[src/rtl/uart_tx_arbiter.sv]
// Shares one UART TX core among NUM_REQ byte-stream requesters, round-robin with per-packet lock.
// Latency: grant the cycle after valid in IDLE; o_Tx_DV the cycle after a handshake; next ready the cycle after i_Tx_Done (plus GAP_CYCLES).
// Backpressure: only the owner sees ready, and only in SEND; a stalled owner loses the lock after IDLE_TIMEOUT idle SEND clocks.
//
// Ports:
//   i_Clk, i_Rst_n            system clock, async active-low reset
//   i_Req_Valid/Data/Last     per-requester byte stream (requester r uses Data[8r+7:8r])
//   o_Req_Ready               per-requester accept strobe (owner only, SEND only)
//   o_Grant                   one-hot current owner, zero when unowned
//   o_Tx_DV, o_Tx_Byte        one-cycle load pulse and byte to the TX core
//   i_Tx_Done                 end-of-byte pulse from the TX core
//   o_Busy, o_Timeout         not-IDLE flag, one-cycle lock-release-by-timeout pulse
module uart_tx_arbiter #(
  parameter int NUM_REQ      = 4,
  parameter int GAP_CYCLES   = 0,
  parameter int IDLE_TIMEOUT = 100000
) (
  input  logic                 i_Clk,
  input  logic                 i_Rst_n,
  input  logic [NUM_REQ-1:0]   i_Req_Valid,
  input  logic [8*NUM_REQ-1:0] i_Req_Data,
  input  logic [NUM_REQ-1:0]   i_Req_Last,
  output logic [NUM_REQ-1:0]   o_Req_Ready,
  output logic [NUM_REQ-1:0]   o_Grant,
  output logic                 o_Tx_DV,
  output logic [7:0]           o_Tx_Byte,
  input  logic                 i_Tx_Done,
  output logic                 o_Busy,
  output logic                 o_Timeout
);

  localparam int IW = $clog2(NUM_REQ);
  localparam int GW = (GAP_CYCLES > 0) ? $clog2(GAP_CYCLES + 1) : 1;
  localparam int TW = (IDLE_TIMEOUT > 0) ? $clog2(IDLE_TIMEOUT + 1) : 1;
  // Reset value of the last owner: the highest index, so requester 0 wins first.
  localparam logic [IW-1:0] LAST_IDX = IW'(NUM_REQ - 1);

  typedef enum logic [2:0] {
    S_IDLE,
    S_SEND,
    S_LOAD,
    S_WAIT_DONE,
    S_GAP
  } state_t;

  state_t               state_q, state_d;
  logic [NUM_REQ-1:0]   grant_q, grant_d;
  logic [IW-1:0]        owner_q, owner_d;
  logic [IW-1:0]        last_owner_q, last_owner_d;
  logic [7:0]           byte_q, byte_d;
  logic                 last_q, last_d;
  logic [GW-1:0]        gap_q, gap_d;
  logic [TW-1:0]        to_q, to_d;
  logic                 timeout_q, timeout_d;

  logic                 own_vld;
  logic [7:0]           own_dat;
  logic                 own_last;
  logic                 pick_found;
  logic [IW-1:0]        pick_idx;
  logic                 resolve;

  assign own_vld  = i_Req_Valid[owner_q];
  assign own_dat  = i_Req_Data[{owner_q, 3'b000} +: 8];
  assign own_last = i_Req_Last[owner_q];

  // Round-robin search starting one past the previous owner, so the
  // requester that just finished (or timed out) is considered last.
  always_comb begin
    logic [IW:0] cand;
    pick_found = 1'b0;
    pick_idx   = '0;
    cand       = '0;
    for (int i = 1; i <= NUM_REQ; i++) begin
      cand = {1'b0, last_owner_q} + (IW+1)'(i);
      if (cand >= (IW+1)'(NUM_REQ)) begin
        cand = cand - (IW+1)'(NUM_REQ);
      end
      if (!pick_found && i_Req_Valid[cand[IW-1:0]]) begin
        pick_found = 1'b1;
        pick_idx   = cand[IW-1:0];
      end
    end
  end

  always_comb begin
    state_d      = state_q;
    grant_d      = grant_q;
    owner_d      = owner_q;
    last_owner_d = last_owner_q;
    byte_d       = byte_q;
    last_d       = last_q;
    gap_d        = gap_q;
    to_d         = '0;
    timeout_d    = 1'b0;
    resolve      = 1'b0;

    case (state_q)
      S_IDLE: begin
        if (pick_found) begin
          grant_d = NUM_REQ'(1) << pick_idx;
          owner_d = pick_idx;
          state_d = S_SEND;
        end
      end
      S_SEND: begin
        if (own_vld) begin
          byte_d  = own_dat;
          last_d  = own_last;
          state_d = S_LOAD;
        end else if (IDLE_TIMEOUT != 0) begin
          // Release when this idle clock brings the count up to IDLE_TIMEOUT.
          if (to_q == TW'(IDLE_TIMEOUT - 1)) begin
            timeout_d    = 1'b1;
            grant_d      = '0;
            last_owner_d = owner_q;
            state_d      = S_IDLE;
          end else begin
            to_d = to_q + TW'(1);
          end
        end
      end
      S_LOAD: begin
        gap_d   = '0;
        state_d = S_WAIT_DONE;
      end
      S_WAIT_DONE: begin
        if (i_Tx_Done) begin
          if (GAP_CYCLES > 0) begin
            gap_d   = '0;
            state_d = S_GAP;
          end else begin
            resolve = 1'b1;
          end
        end
      end
      S_GAP: begin
        // i_Tx_Done is deliberately not looked at here.
        if (gap_q == GW'(GAP_CYCLES - 1)) begin
          resolve = 1'b1;
        end else begin
          gap_d = gap_q + GW'(1);
        end
      end
      default: begin
        state_d = S_IDLE;
        grant_d = '0;
      end
    endcase

    // End of a byte: drop the lock after the last byte of a packet,
    // otherwise go straight back for the owner's next byte.
    if (resolve) begin
      if (last_q) begin
        grant_d      = '0;
        last_owner_d = owner_q;
        state_d      = S_IDLE;
      end else begin
        state_d = S_SEND;
      end
    end
  end

  always_ff @(posedge i_Clk or negedge i_Rst_n) begin
    if (!i_Rst_n) begin
      state_q      <= S_IDLE;
      grant_q      <= '0;
      owner_q      <= '0;
      last_owner_q <= LAST_IDX;
      byte_q       <= '0;
      last_q       <= 1'b0;
      gap_q        <= '0;
      to_q         <= '0;
      timeout_q    <= 1'b0;
    end else begin
      state_q      <= state_d;
      grant_q      <= grant_d;
      owner_q      <= owner_d;
      last_owner_q <= last_owner_d;
      byte_q       <= byte_d;
      last_q       <= last_d;
      gap_q        <= gap_d;
      to_q         <= to_d;
      timeout_q    <= timeout_d;
    end
  end

  assign o_Grant     = grant_q;
  assign o_Req_Ready = (state_q == S_SEND) ? grant_q : '0;
  assign o_Tx_DV     = (state_q == S_LOAD);
  assign o_Tx_Byte   = byte_q;
  assign o_Busy      = (state_q != S_IDLE);
  assign o_Timeout   = timeout_q;

endmodule

[config.mk]
export PLATFORM = sky130hd
export DESIGN_NAME = uart_tx_arbiter
export DESIGN_NICKNAME = d
export VERILOG_FILES = /design/src/rtl/uart_tx_arbiter.sv
export SDC_FILE = /design/constraint.sdc
export NUM_CORES = 1
export LEC_CHECK = 0
export ABC_AREA = 1
export BUFFER_PORTS_ARGS = -buffer_cell sky130_fd_sc_hd__buf_2
export CELL_PAD_IN_SITES_DETAIL_PLACEMENT = 1
export CELL_PAD_IN_SITES_GLOBAL_PLACEMENT = 1
export CORE_MARGIN = 3
export CORE_UTILIZATION = 38
export DETAILED_ROUTE_END_ITERATION = 10
export PLACE_DENSITY_LB_ADDON = 0.1
export SYNTH_ARGS = -nofsm -noshare
export SYNTH_HDL_FRONTEND = slang
export SYNTH_SLANG_ARGS = --single-unit
[constraint.sdc]
create_clock -name i_Clk -period 2.2 [get_ports i_Clk]
set_clock_uncertainty 0.2 [all_clocks]
set_input_delay 0.44 -clock i_Clk [delete_from_list [all_inputs] [get_ports i_Clk]]
set_output_delay 0.44 -clock i_Clk [all_outputs]
set_load 0.03 [all_outputs]
## After elaboration in Yosys (flattened, before gate mapping)

Index checks and enable logic that the tools add are counted.

- Add/sub/neg operators: 10
- Magnitude comparators: 9
- Eq/ne operators: 8
- Shift-type cells: 2
- Muxes and demuxes: 53
- Reductions and logical operators: 14

Operators by type and width:

| operator | number |
|---|---|
| $mux W17 | 3 |
| $shiftx A32 B6 Y8 | 1 |
| $mux W2 | 13 |
| $mux W4 | 6 |
| $add A17 B1 Y17 const B | 1 |
| $eq A17 B17 Y1 const B | 1 |
| $mux W1 | 17 |
| $lt A2 B3 Y1 const B | 5 |
| $bmux W1 S2 | 6 |
| $ge A3 B3 Y1 const B | 4 |
| $mux W3 | 4 |
| $pmux W3 S4 | 1 |
| $pmux W4 S3 | 1 |
| $sub A2 B1 Y2 const B | 4 |
| $add A2 B2 Y3 const B | 2 |
| $eq A3 B2 Y1 const B | 2 |
| $ne A4 B4 Y1 const B | 1 |
| $pmux W1 S2 | 2 |
| $reduce_and A2 Y1 | 2 |
| $shl A1 B2 Y4 const A | 1 |
| $add A2 B1 Y3 const B | 1 |
| $add A2 B3 Y3 const B | 1 |
| $eq A3 B1 Y1 const B | 1 |
| $eq A3 B3 Y1 const B | 1 |
| other kinds (11) | 15 |

- Bits in registers: 39
- Bits of input ports: 43
- Output and inout port bits: 19
- Word-level logic and storage cells: 105

## Longest topological paths before layout

Gate-level depths: netlist of run 1.

- Depth in word-level cells: 20
- Mapped depth: 13
- Mapped depth without buffers: 12

## Worst setup path before layout of run 1

OpenSTA, ideal clock, no wires.

- Kind: reg-to-output
- Start: register state_q[0]
- End: output o_Req_Ready[0]
- Arrival: 1113 ps
- Required time: 1560 ps
- Slack: 447 ps
- Cell stages (with the launch flop): 5
- Buffers on the path: 0
- Cells stage by stage: dfrtp_1 -> inv_1 -> nor2_1 -> inv_1 -> nor2_1

- Word-level cells in the longest chain between the ends: 2

RTL lines:

| what | line | text |
|---|---|---|
| start, declared | 46 | `state_t state_q, state_d;` |
| start signal, assigned | 176 | `state_q <= state_d;` |
| $eq A3 B1 Y1 | 189 | `assign o_Req_Ready = (state_q == S_SEND) ? grant_q : '0;` |
| $mux W4 | 189 |  |
| end, declared | 23 | `output logic [NUM_REQ-1:0] o_Req_Ready,` |

Every way passes these cells.

## Final worst setup path of run 1

- Start: register state_q[0]
- End: output o_Req_Ready[2]

The elaborated chain is that of the path after synthesis.

==> metrics.md, run 1 <==
| Metric | Value |
|---|---|
| Peak supply drop | 0.0007697 V |
| Sequential area share after synthesis | 0.3759 |
| DR vias/cell | 5.172 |
| Layout cells sized above 1 | 0.2916 |
| Worst-margin pin slew | 0.4605 ns |
| Most used cell along the critical path | nor2_1 |
| Critical Path Source Type | register |
| Average wire per standard cell | 14.73 um |
| Die area | about 7500 sq um |
| I/O Buffers | 61 |
| Worst EP required | between 1.5 and 2 ns |
| Total congestion overflow | 0 |
| Clock tree buffer depth | 2 |
| Max stage delay on crit path | 0.41 ns |
| Fmax | 0.4896 GHz |
| RSZ-0062 raised after global routing | no |
| Initial antenna violation count | 0 |
| Post-synth EDFFs | 0 |
| Via count | between 2,000 and 2,500 |
| Yosys reg bits | 37 |
| Clk_lat worst skew | around 0.29 ns |
| Vias in the first global route | 2,481 |
| FF-to-FF path depth | 8 |
| Drt total wl | 6865 um |
| Diode count | 0 |
| CTS Root Cell | clkbuf_8 |
| FFs w/ async S/R, synth | 1.000 |
| Synth warn | 0 |
| Min-delay src | i_Tx_Done |
| H-Tree Depth | 2 |
| Leading area contributor after synthesis | dfrtp_1 |
| Drt pass-1 iters | 4 |
| R2r setup slk | about 0.23 ns |
| Fin crit share | 0.9284 |
| Post-CTS Setup Inserts | 0 |
| Setup_tns | 0 ns |
| Hold depth | 4 |
| Core Area | roughly 6100 sq um |
| GR Util All Layers | 0.1964 |
| Crit path from | state_q[0]$_DFFE_PN0P_ |
| Post-synthesis cell area | 2470 sq um |
| Crit path max fanout | 6 |
| Top FF cell, synth | dfrtp_1 |
| Fin. Hold Viols | 0 |
| R2r endpoint | o_Grant[1]$_DFF_PN0_ |
| Row count | 28 |
| Final setup violation count | 0 |
| Fin cells | 466 |
| Slew headroom | 0.6930 |
| Post-Syn Area per Cell | 7.600 sq um |
| DP Wirelength | roughly 5500 um |
| Hold_ws | 0.2819 ns |
| First-pass GRT wire length | 11,820 um |
| Final worst path period need | 2.042 ns |
| Slowest-stage cell, CP | dfrtp_1 |
| Worst-path clk slew | about 0.08 ns |
| Mapped Cells | 325 |
| Critical Path AT | 1.40 ns |
| Leakage power | between 0.001 and 0.0015 uW |
| Die height | 86.62 um |
| Setup CP Type | register to output pin |
| Hold Path Class | input pin to register |
| CTS tree | built |
| IO Pins | 62 |
| Synth cell types | 39 |
| Reg2reg start | last_owner_q[0]$_DFF_PN1_ |
| Top cells by area, synth | dfrtp_1 35%, nor2_1 9.1%, nand2_1 6.4% |
| Hold Path Sink | state_q[1]$_DFFE_PN0P_ |
| Clk sink count | 37 |
| Syn-to-layout area delta | 20.72% |
| Die width | 86.62 um |
| Maxcap violations | 0 |
| Status | finished, final reports clean |
| Worst-path cell chain | inv_1, nor2_1, inv_2, nor2_1, buf_2 |
| Final nets | 434 |
| Initial core utilization | 0.4052 |
| P per Cell Area | 1256 nW/um^2 |
| Placed Cells incl. Taps | 457 |
| Syn nets | roughly 370 |
| Max-slew violations | 0 |
| Largest net degree at the start of global routing | 21 |
| Yosys top cell area share | 0.3546 |
| Antenna Nets Post-Route | 0 |
| TritonCTS Buffers | 5 |
| Critical Path Sink Type | output pin |
| Initial drt markers | 94 |
| Routability cong. | between 0.8 and 0.9 |
| DRC | 0 |
routing by layer:
metal	global-route usage	vias to the layer above	wire length, um
met5	0	-	0
met4	0.05382	0	89
met3	0.04183	7	357
met2	0.3095	60	3103
met1	0.2731	1144	3314
li1	-	1199	-
where the power goes:
group          internal, uW  switching (uW)
clock                   369             263
combinational           687            1390
sequential              868             167
total                  1920            1820
worst max-delay path by stage:
stage,to,slack [ns],depth (start not counted)
final,o_Req_Ready[2],0.16,5
after global placement,o_Grant[2]$_DFF_PN0_,0.27,9
after detailed placement,o_Grant[2]$_DFF_PN0_,0.24,9
after CTS,o_Req_Ready[1],0.09,5
after floorplan,o_Req_Ready[0],0.45,4
after global routing,o_Grant[1]$_DFF_PN0_,0.04,8
through the flow:
stage | setup WS (ns) | instance area [sq um] | power, uW | util
after floorplan | 0.4471 | 2470 | 2653 | -
after detailed placement | 0.2360 | 2851 | 3147 | 0.4678
after global placement | 0.2672 | 2851 | 3097 | 0.4678
after CTS | 0.09487 | 2982 | 3791 | 0.4891
final | 0.1576 | 2982 | 3745 | 0.4891
after global routing | 0.03940 | 2982 | 4075 | 0.4891
synthesized netlist by cell type, types with 2 or more instances:
library cell   n
nand4_1       10
o21ai_0       25
xor2_1         2
dfrtp_1       35
nor3_1        13
inv_2          3
nor4_1         2
nand3b_1       2
dfstp_2        2
nand3_1       19
nand2_2       14
clkbuf_1       4
o22ai_1        9
mux2_1         7
a21oi_1        8
nand2_1       42
nor2_4         2
inv_1         34
nor2_1        60
nand2_4        7
buf_6          4
nor3b_2        2
o21a_1         3
logic make-up after synthesis:
family	Yosys count	synth area share
buffers and inverters	47	0.08764
adder cells (fa/ha/maj)	1	0.005065
AO/OA/AOI/OAI	49	0.1099
flip-flops	37	0.3759
multiplexers	8	0.03648
AND/OR/NAND/NOR	181	0.3779
XOR/XNOR	2	0.007093
cell usage in the layout, fill, tap and decap left out, types with 2 or more instances in the layout:
master and count:
buf_4 3, nand3_1 19, nand4_1 10, a21oi_1 8, mux2_1 7, buf_2 61
nor3_1 13, nor2_1 60, nand2_2 14, dfstp_2 2, o22ai_1 9, nor3b_2 2
inv_1 33, nand3b_1 2, clkbuf_8 6, o21ai_0 25, nor4_1 2, dfrtp_1 35
inv_2 4, xor2_1 2, nand2_1 42, nor2_4 2, nand2_4 7, o21a_1 3
registers in the layout, indices dropped and copies added, names as in the netlist:
name,flops
o_Tx_Byte,8
owner_q,2
last_owner_q,2
state_q,2
last_q,1
o_Timeout,1
to_q,17
o_Grant,4
critical path: cells and delay by family, from the launching register on:
kind,cells,cell delay (ns)
buf+inv,3,0.41
flops,1,0.41
simple gates,2,0.30
cell type report:
class / instances / area (sq um)
clock buffer: 6 / 82.58
clock inverter: 2 / 37.54
fill: 804 / 3114
inverter: 39 / 156.4
multi-input combinational: 241 / 1325
sequential: 37 / 928.4
tap: 75 / 93.84
timing repair buffer: 66 / 357.8
repair_timing:
item                                    CTS  global route
hold buffers                              1             0
resized for setup                         0             1
endpoints found under the setup margin    0             2
hold endpoints to repair                 16             0
(Power assumes the default switching activity.)
==> run 2: changes to the inputs <==
--- a/config.mk
+++ b/config.mk
@@ -9,6 +9,7 @@
 export BUFFER_PORTS_ARGS = -buffer_cell sky130_fd_sc_hd__buf_2
 export CELL_PAD_IN_SITES_DETAIL_PLACEMENT = 1
 export CELL_PAD_IN_SITES_GLOBAL_PLACEMENT = 1
+export CORE_ASPECT_RATIO = 2
 export CORE_MARGIN = 3
 export CORE_UTILIZATION = 38
 export DETAILED_ROUTE_END_ITERATION = 10
==> run 2 against run 1 <==
Compared with the run above: final cell count rose by 2.6%; first-iteration DRC count is 1.1% lower; hold slack worse by 0.28 ns; sequential power hardly changed; setup slack lost 0.023 ns; register-to-register slack worse by 0.03 ns; utilization decreased by 0.96 points; fmax fell by 1.1%; critical path type unchanged; critical endpoint unchanged; largest cell class unchanged; highest routed layer unchanged.
==> metrics.md, run 2 (same netlist as run 1, synthesis figures left out) <==
| Metric | Value |
|---|---|
| Status | finished, final reports clean |
| CTS tree | built |
| Clk_lat worst skew | 0.28 ns (about the same) |
| Die height | 120.0 um (+39%) |
| Fin. Hold Viols | 0 (unchanged) |
| IO Pins | 62 (unchanged) |
| Max-slew violations | 0 (unchanged) |
| Sequential share of power | 0.268 (-0.008) |
| Clock Power Share | 0.195 (+0.026) |
| Diode count | 0 (unchanged) |
| Antenna Nets Post-Route | 0 (unchanged) |
| RSZ-0062 raised after global routing | no |
| Average wire per standard cell | 15.31 um (+3.9%) |
| DR vias/cell | 5.098 (-1.4%) |
| Routability cong. | 0.7921 (-4.9%) |
| Worst EP required | 1.56 ns (about the same) |
| Via count | 2,437 (+1.1%) |
| Hold Path Class | input pin to asynchronous set/reset pin |
| Total congestion overflow | 0 (unchanged) |
| Die area | 7562 sq um (+0.78%) |
| Peak supply drop | 0.0006051 V (-21%) |
| GR Util All Layers | 0.2053 (+0.008912) |
| Critical Path Sink Type | output pin |
| Slew headroom | 0.6719 (-0.02104) |
| Fin crit share | 0.9389 (+0.01053) |
| Drt pass-1 iters | 4 (unchanged) |
| Most frequent cells in the layout | 61 x buf_2, 60 x nor2_1, 42 x nand2_1 |
| Final setup violation count | 0 (unchanged) |
| Psw | 1845 uW (+1.4%) |
| Setup CP Type | register to output pin |
| CTS Root Cell | clkbuf_16 |
| Die width | 63.01 um (-27%) |
| Final worst path period need | 2.066 ns (+0.02316 ns) |
| Final nets | 435 (+0.23%) |
| Net Sw Frac | 0.4742 (-0.01183) |
| Row count | 41 (+46%) |
| Syn-to-layout area delta | 22.49% |
| Setup_tns | 0 ns (unchanged) |
| Initial drt markers | 93 (-1.1%) |
| Placed Cells incl. Taps | 470 (+2.8%) |
| Initial antenna violation count | 0 (unchanged) |
| Fmax | 0.4841 GHz (-1.1%) |
| Number of flip-flops in the largest register | 17 (unchanged) |
| H-Tree Depth | 2 (unchanged) |
| Crit path max fanout | 6 (unchanged) |
| TritonCTS Buffers | 5 (unchanged) |
| Clock tree buffer depth | 2 (unchanged) |
| Hold buffer count at CTS | 0 (-1) |
| Clk sink count | 37 (unchanged) |
| DRC | 0 (unchanged) |
| Largest net degree at the start of global routing | 38 (+81%) |
| Internal power | 2046 uW (+6.3%) |
| I/O Buffers | 61 (unchanged) |
| Final core occ | 0.4795 (-0.009645) |
| Layout cells sized above 1 | 0.2959 (+0.004358) |
| Critical Path Source Type | register |
| Comb power frac | 0.538 (-0.017) |
| Drt total wl | 7318 um (+6.6%) |
| Commonest non-fill, non-tap cell in the layout | buf_2 |
| DP Wirelength | 5900 um (+8.0%) |
| Fin cells | 478 (+2.6%) |
| Leakage power | 0.001435 uW (+1.6%) |
| Initial core utilization | 0.3914 (-0.01374) |
| Critical Path AT | 1.43 ns (+0.03 ns) |
| Worst-margin pin slew | 0.4921 ns (+0.03156 ns) |
| Biggest register | to_q |
| Vias in the first global route | 2,605 (+5.0%) |
| Core Area | 6310 sq um (+3.5%) |
| Maxcap violations | 0 (unchanged) |
| P per Cell Area | 1286 nW/um^2 (+2.4%) |
| Worst-path clk slew | 0.06 ns (-0.02 ns) |
| First-pass GRT wire length | 12,120 um (+2.5%) |
==> run 2: cell type report <==
class | count | area, sq um
Timing Repair Buffer | 67 | 350.3
Clock buffer | 7 | 152.6
Tap cell | 86 | 107.6
Sequential cell | 37 | 928.4
Multi-Input combinational cell | 241 | 1325
Fill cell | 834 | 3284
Inverter | 39 | 156.4
Clock inverter | 1 | 5.005
==> run 2: timing repair <==
action / CTS / global route
gates resized for setup: 0 / 1
setup endpoints to repair: 0 / 1
buffers inserted: 0 / 0
==> run 2: worst paths after layout <==
| check | from | endpoint | slack [ns] | cells after the start |
|---|---|---|---|---|
| min reg2reg | o_Tx_Byte[0]$_DFFE_PN0P_ | o_Tx_Byte[0]$_DFFE_PN0P_ | 0.29 | 1 |
| min in group i_Clk | o_Tx_Byte[0]$_DFFE_PN0P_ | o_Tx_Byte[0]$_DFFE_PN0P_ | 0.29 | 1 |
| min | i_Rst_n | o_Timeout$_DFF_PN0_ | 0.005 | 2 |
| max reg2reg | last_owner_q[0]$_DFF_PN1_ | o_Grant[3]$_DFF_PN0_ | 0.20 | 12 |
| max | state_q[0]$_DFFE_PN0P_ | o_Req_Ready[2] | 0.13 | 5 |
| max in group asynchronous | i_Rst_n | last_owner_q[0]$_DFF_PN1_ | 1.43 | 2 |
==> run 2: metrics by stage <==
| step | total power [uW] | cell area (sq um) | hold slack (ns) | setup slack [ns] |
|---|---|---|---|---|
| final | 3892 | 3025 | 0.004961 | 0.1345 |
| after global routing | 4209 | 3025 | 0.04731 | 0.01716 |
| after CTS | 3955 | 3025 | 0.02314 | 0.06503 |
| after detailed placement | 3176 | 2868 | 0.2813 | 0.2160 |
| after global placement | 3115 | 2868 | 0.2657 | 0.2344 |
| after floorplan | 2653 | 2470 | -0.05559 | 0.4471 |
==> run 2: worst max-delay path, cell delays in order (launching register included) <==
cell     delay (ns)
dfrtp_1        0.40
inv_1          0.10
nor2_1         0.19
inv_2          0.11
nor2_1         0.13
buf_2          0.22
==> run 2: metal layers <==
layer,share of wire,up-vias,track usage,routed length [um]
li1,-,1206,-,-
met1,0.34,1156,0.2051,2499
met2,0.59,55,0.3918,4304
met3,0.028,20,0.03090,207
met4,0.042,0,0.1120,306
met5,0,-,0,0
==> run 2: power by group through the flow <==
stage	clock (uW)	sequential [uW]	combinational (uW)
after floorplan	0	1170	1490
after global placement	0	1050	2070
after detailed placement	0	1060	2120
after CTS	770	1050	2140
after global routing	799	1070	2340
final	757	1040	2090
==> run 3: changes to the inputs <==
--- a/config.mk
+++ b/config.mk
@@ -11,9 +11,10 @@
 export CELL_PAD_IN_SITES_GLOBAL_PLACEMENT = 1
 export CORE_ASPECT_RATIO = 2
 export CORE_MARGIN = 3
-export CORE_UTILIZATION = 38
+export CORE_UTILIZATION = 35
 export DETAILED_ROUTE_END_ITERATION = 10
 export PLACE_DENSITY_LB_ADDON = 0.1
+export SETUP_SLACK_MARGIN = 0.5
 export SYNTH_ARGS = -nofsm -noshare
 export SYNTH_HDL_FRONTEND = slang
 export SYNTH_SLANG_ARGS = --single-unit
==> constraint.sdc (replaced) <==
create_clock -name i_Clk -period 1.79 [get_ports i_Clk]
set_clock_uncertainty 0.2 [all_clocks]
set_input_delay 0.358 -clock i_Clk [delete_from_list [all_inputs] [get_ports i_Clk]]
set_output_delay 0.358 -clock i_Clk [all_outputs]
set_load 0.03 [all_outputs]
==> run 3 against run 2 <==
Compared with the run above: the run now ends with setup timing left; final cell count is 19% higher; sequential share of layout area fell by 9.5 points; sequential cell count is the same; die area rose by 7.9%; critical path type is now register to register; critical endpoint is now to_q[9]$_DFF_PN0_; largest cell class unchanged.
==> metrics.md, run 3 (same netlist as run 1, synthesis figures left out) <==
| Metric | Value |
|---|---|
| Status | finished, violations left |
| Failing checks | setup timing |
| Peak supply drop | 0.001064 V (+76%) |
| DRC | 0 (unchanged) |
| DP Wirelength | 6586 um (+12%) |
| Hold depth | 4 |
| Area after DPL | 3223 sq um (+12%) |
| Hold Path Class | input pin to register |
| Largest net degree at the start of global routing | 38 (unchanged) |
| Fmax | 0.4582 GHz |
| Fin crit share | 1.219 |
| Syn-to-layout area delta | 77.51% |
| Via count | 3,079 (+26%) |
| RSZ-0062 raised after global routing | yes |
| Die width | 65.40 um (+3.8%) |
| Die area | 8162 sq um (+7.9%) |
| Clk sink count | 37 (unchanged) |
| Drt pass-1 iters | 4 (unchanged) |
| GR Util All Layers | 0.2805 (+0.07517) |
| P per Cell Area | 1686 nW/um^2 (+31%) |
| Worst-margin pin slew | 0.5277 ns (+0.03565 ns) |
| Initial antenna violation count | 0 (unchanged) |
| Maxcap violations | 0 (unchanged) |
| Core Area | 6726 sq um (+6.6%) |
| R2r setup slk | -0.39 ns (-0.59 ns) |
| Initial drt markers | 139 (+49%) |
| Worst EP required | 1.82 ns (+0.26 ns) |
| Setup CP Type | register to register |
| Critical Path AT | 2.22 ns (+0.79 ns) |
| Final worst path period need | between 2 and 2.5 ns |
| Setup WS post-layout | -0.3926 ns (-0.5270 ns) |
| Clk_lat worst skew | 0.29 ns (about the same) |
| Critical Path Source Type | register |
| Setup_tns | -4.435 ns (-4.435 ns) |
| Post-route cell area | 4384 sq um (+45%) |
| Layout cells sized above 1 | 0.5762 (+0.2803) |
| Reg2reg start | to_q[0]$_DFF_PN0_ |
| Slew headroom | 0.6455 (-0.02647) |
| R2r endpoint | to_q[9]$_DFF_PN0_ |
| Total congestion overflow | 0 (unchanged) |
| Row count | 42 (+2.4%) |
| Most frequent cells in the layout | 64 x buf_4, 43 x buf_2, 40 x buf_6 |
| FF-to-FF path depth | 9 (-3) |
| CTS Root Cell | clkbuf_16 |
| H-Tree Depth | 2 (unchanged) |
| Max-slew violations | 0 (unchanged) |
| Diode count | 0 (unchanged) |
| Fin. Hold Viols | 0 (unchanged) |
| Final setup violation count | 27 (+27) |
| Vias in the first global route | 3,352 (+29%) |
| Capture point of the worst path | to_q[9]$_DFF_PN0_ |
| Average wire per standard cell | 22.95 um (+50%) |
| Number of flip-flops in the largest register | 17 (unchanged) |
| Worst-path clk slew | 0.07 ns (about the same) |
| Initial core utilization | 0.3672 (-0.02425) |
| Clock tree buffer depth | 2 (unchanged) |
| Final nets | 522 (+20%) |
| Critical Path Sink Type | register |
| Hold_ws | 0.2886 ns (+0.2836 ns) |
| Antenna Nets Post-Route | 0 (unchanged) |
| Crit path from | to_q[0]$_DFF_PN0_ |
| First-pass GRT wire length | 17,370 um (+43%) |
| Leakage power | 0.002086 uW (+45%) |
| Placed Cells incl. Taps | 507 (+7.9%) |
| I/O Buffers | 61 (unchanged) |
| Die height | 124.8 um (+4.0%) |
| Drt total wl | 13,020 um (+78%) |
| CTS tree | built |
| Commonest non-fill, non-tap cell in the layout | buf_4 |
| IO Pins | 62 (unchanged) |
| Biggest register | to_q |
| Fin cells | 567 (+19%) |
| DR vias/cell | 5.430 (+6.5%) |
| Crit path max fanout | 3 (-3) |
| TritonCTS Buffers | 5 (unchanged) |
| Routability cong. | 0.8219 (+3.8%) |
[run 3: metrics by stage]
step | total power (uW) | utilization | setup WS [ns]
2_1_floorplan | 3490 | - | 0.06222
6_report | 7393 | 0.6518 | -0.3926
3_3_place_gp | 4259 | 0.4792 | -0.1587
5_1_grt | 7732 | 0.6518 | -0.4763
4_1_cts | 6585 | 0.6032 | -0.1328
3_5_place_dp | 4329 | 0.4792 | -0.1715
[run 3: per-layer routing]
metal  vias up  track usage  routed length (um)
li1       1387            -                   -
met1      1529       0.2469                4139
met2       103       0.5726                7565
met3        60      0.02708                 367
met4         0       0.1479                 942
met5         -            0                   0
[run 3: critical path, stage by stage, from the launching register on]
cell and delay (ns):
dfrtp_1 0.42, buf_6 0.12, buf_6 0.09, nand4_1 0.16, nor2_2 0.24, inv_2 0.14
nor3_4 0.29, nand2_1 0.16, a21oi_1 0.16, o21a_1 0.13
[run 3: what timing repair did]
action,4_1_cts,5_1_grt
hold endpoints to repair,35,0
hold buffers,1,0
setup buffers,26,21
endpoints found under the setup margin,56,56
gates cloned,4,0
pin swaps,22,36
gates resized for setup,117,46
[run 3: area by class of cell]
cell class	count	area [sq um]
Clock buffer	5	125.1
Multi-Input combinational cell	243	1768
Sequential cell	37	930.9
Fill cell	799	2342
Timing Repair inverter	2	13.76
Inverter	39	175.2
Clock inverter	3	65.06
Timing Repair Buffer	150	1196
Tap cell	88	110.1
[run 3: worst min-delay path by stage]
stage / start / endpoint / slack (ns)
floorplan: i_Rst_n / last_q$_DFFE_PN0P_ / -0.14
global placement: i_Rst_n / to_q[11]$_DFF_PN0_ / 0.15
detailed placement: i_Rst_n / to_q[2]$_DFF_PN0_ / 0.14
CTS: i_Tx_Done / state_q[1]$_DFFE_PN0P_ / 0.24
global route: i_Tx_Done / state_q[0]$_DFFE_PN0P_ / 0.31
finish: i_Tx_Done / state_q[0]$_DFFE_PN0P_ / 0.29
[run 3: power breakdown]
part / leakage, uW / switching (uW) / internal, uW
Combinational: 0.00152 / 2810 / 2080
Sequential: 0.000474 / 228 / 1070
Clock: 0.0000938 / 408 / 798
Total: 0.00209 / 3440 / 3950
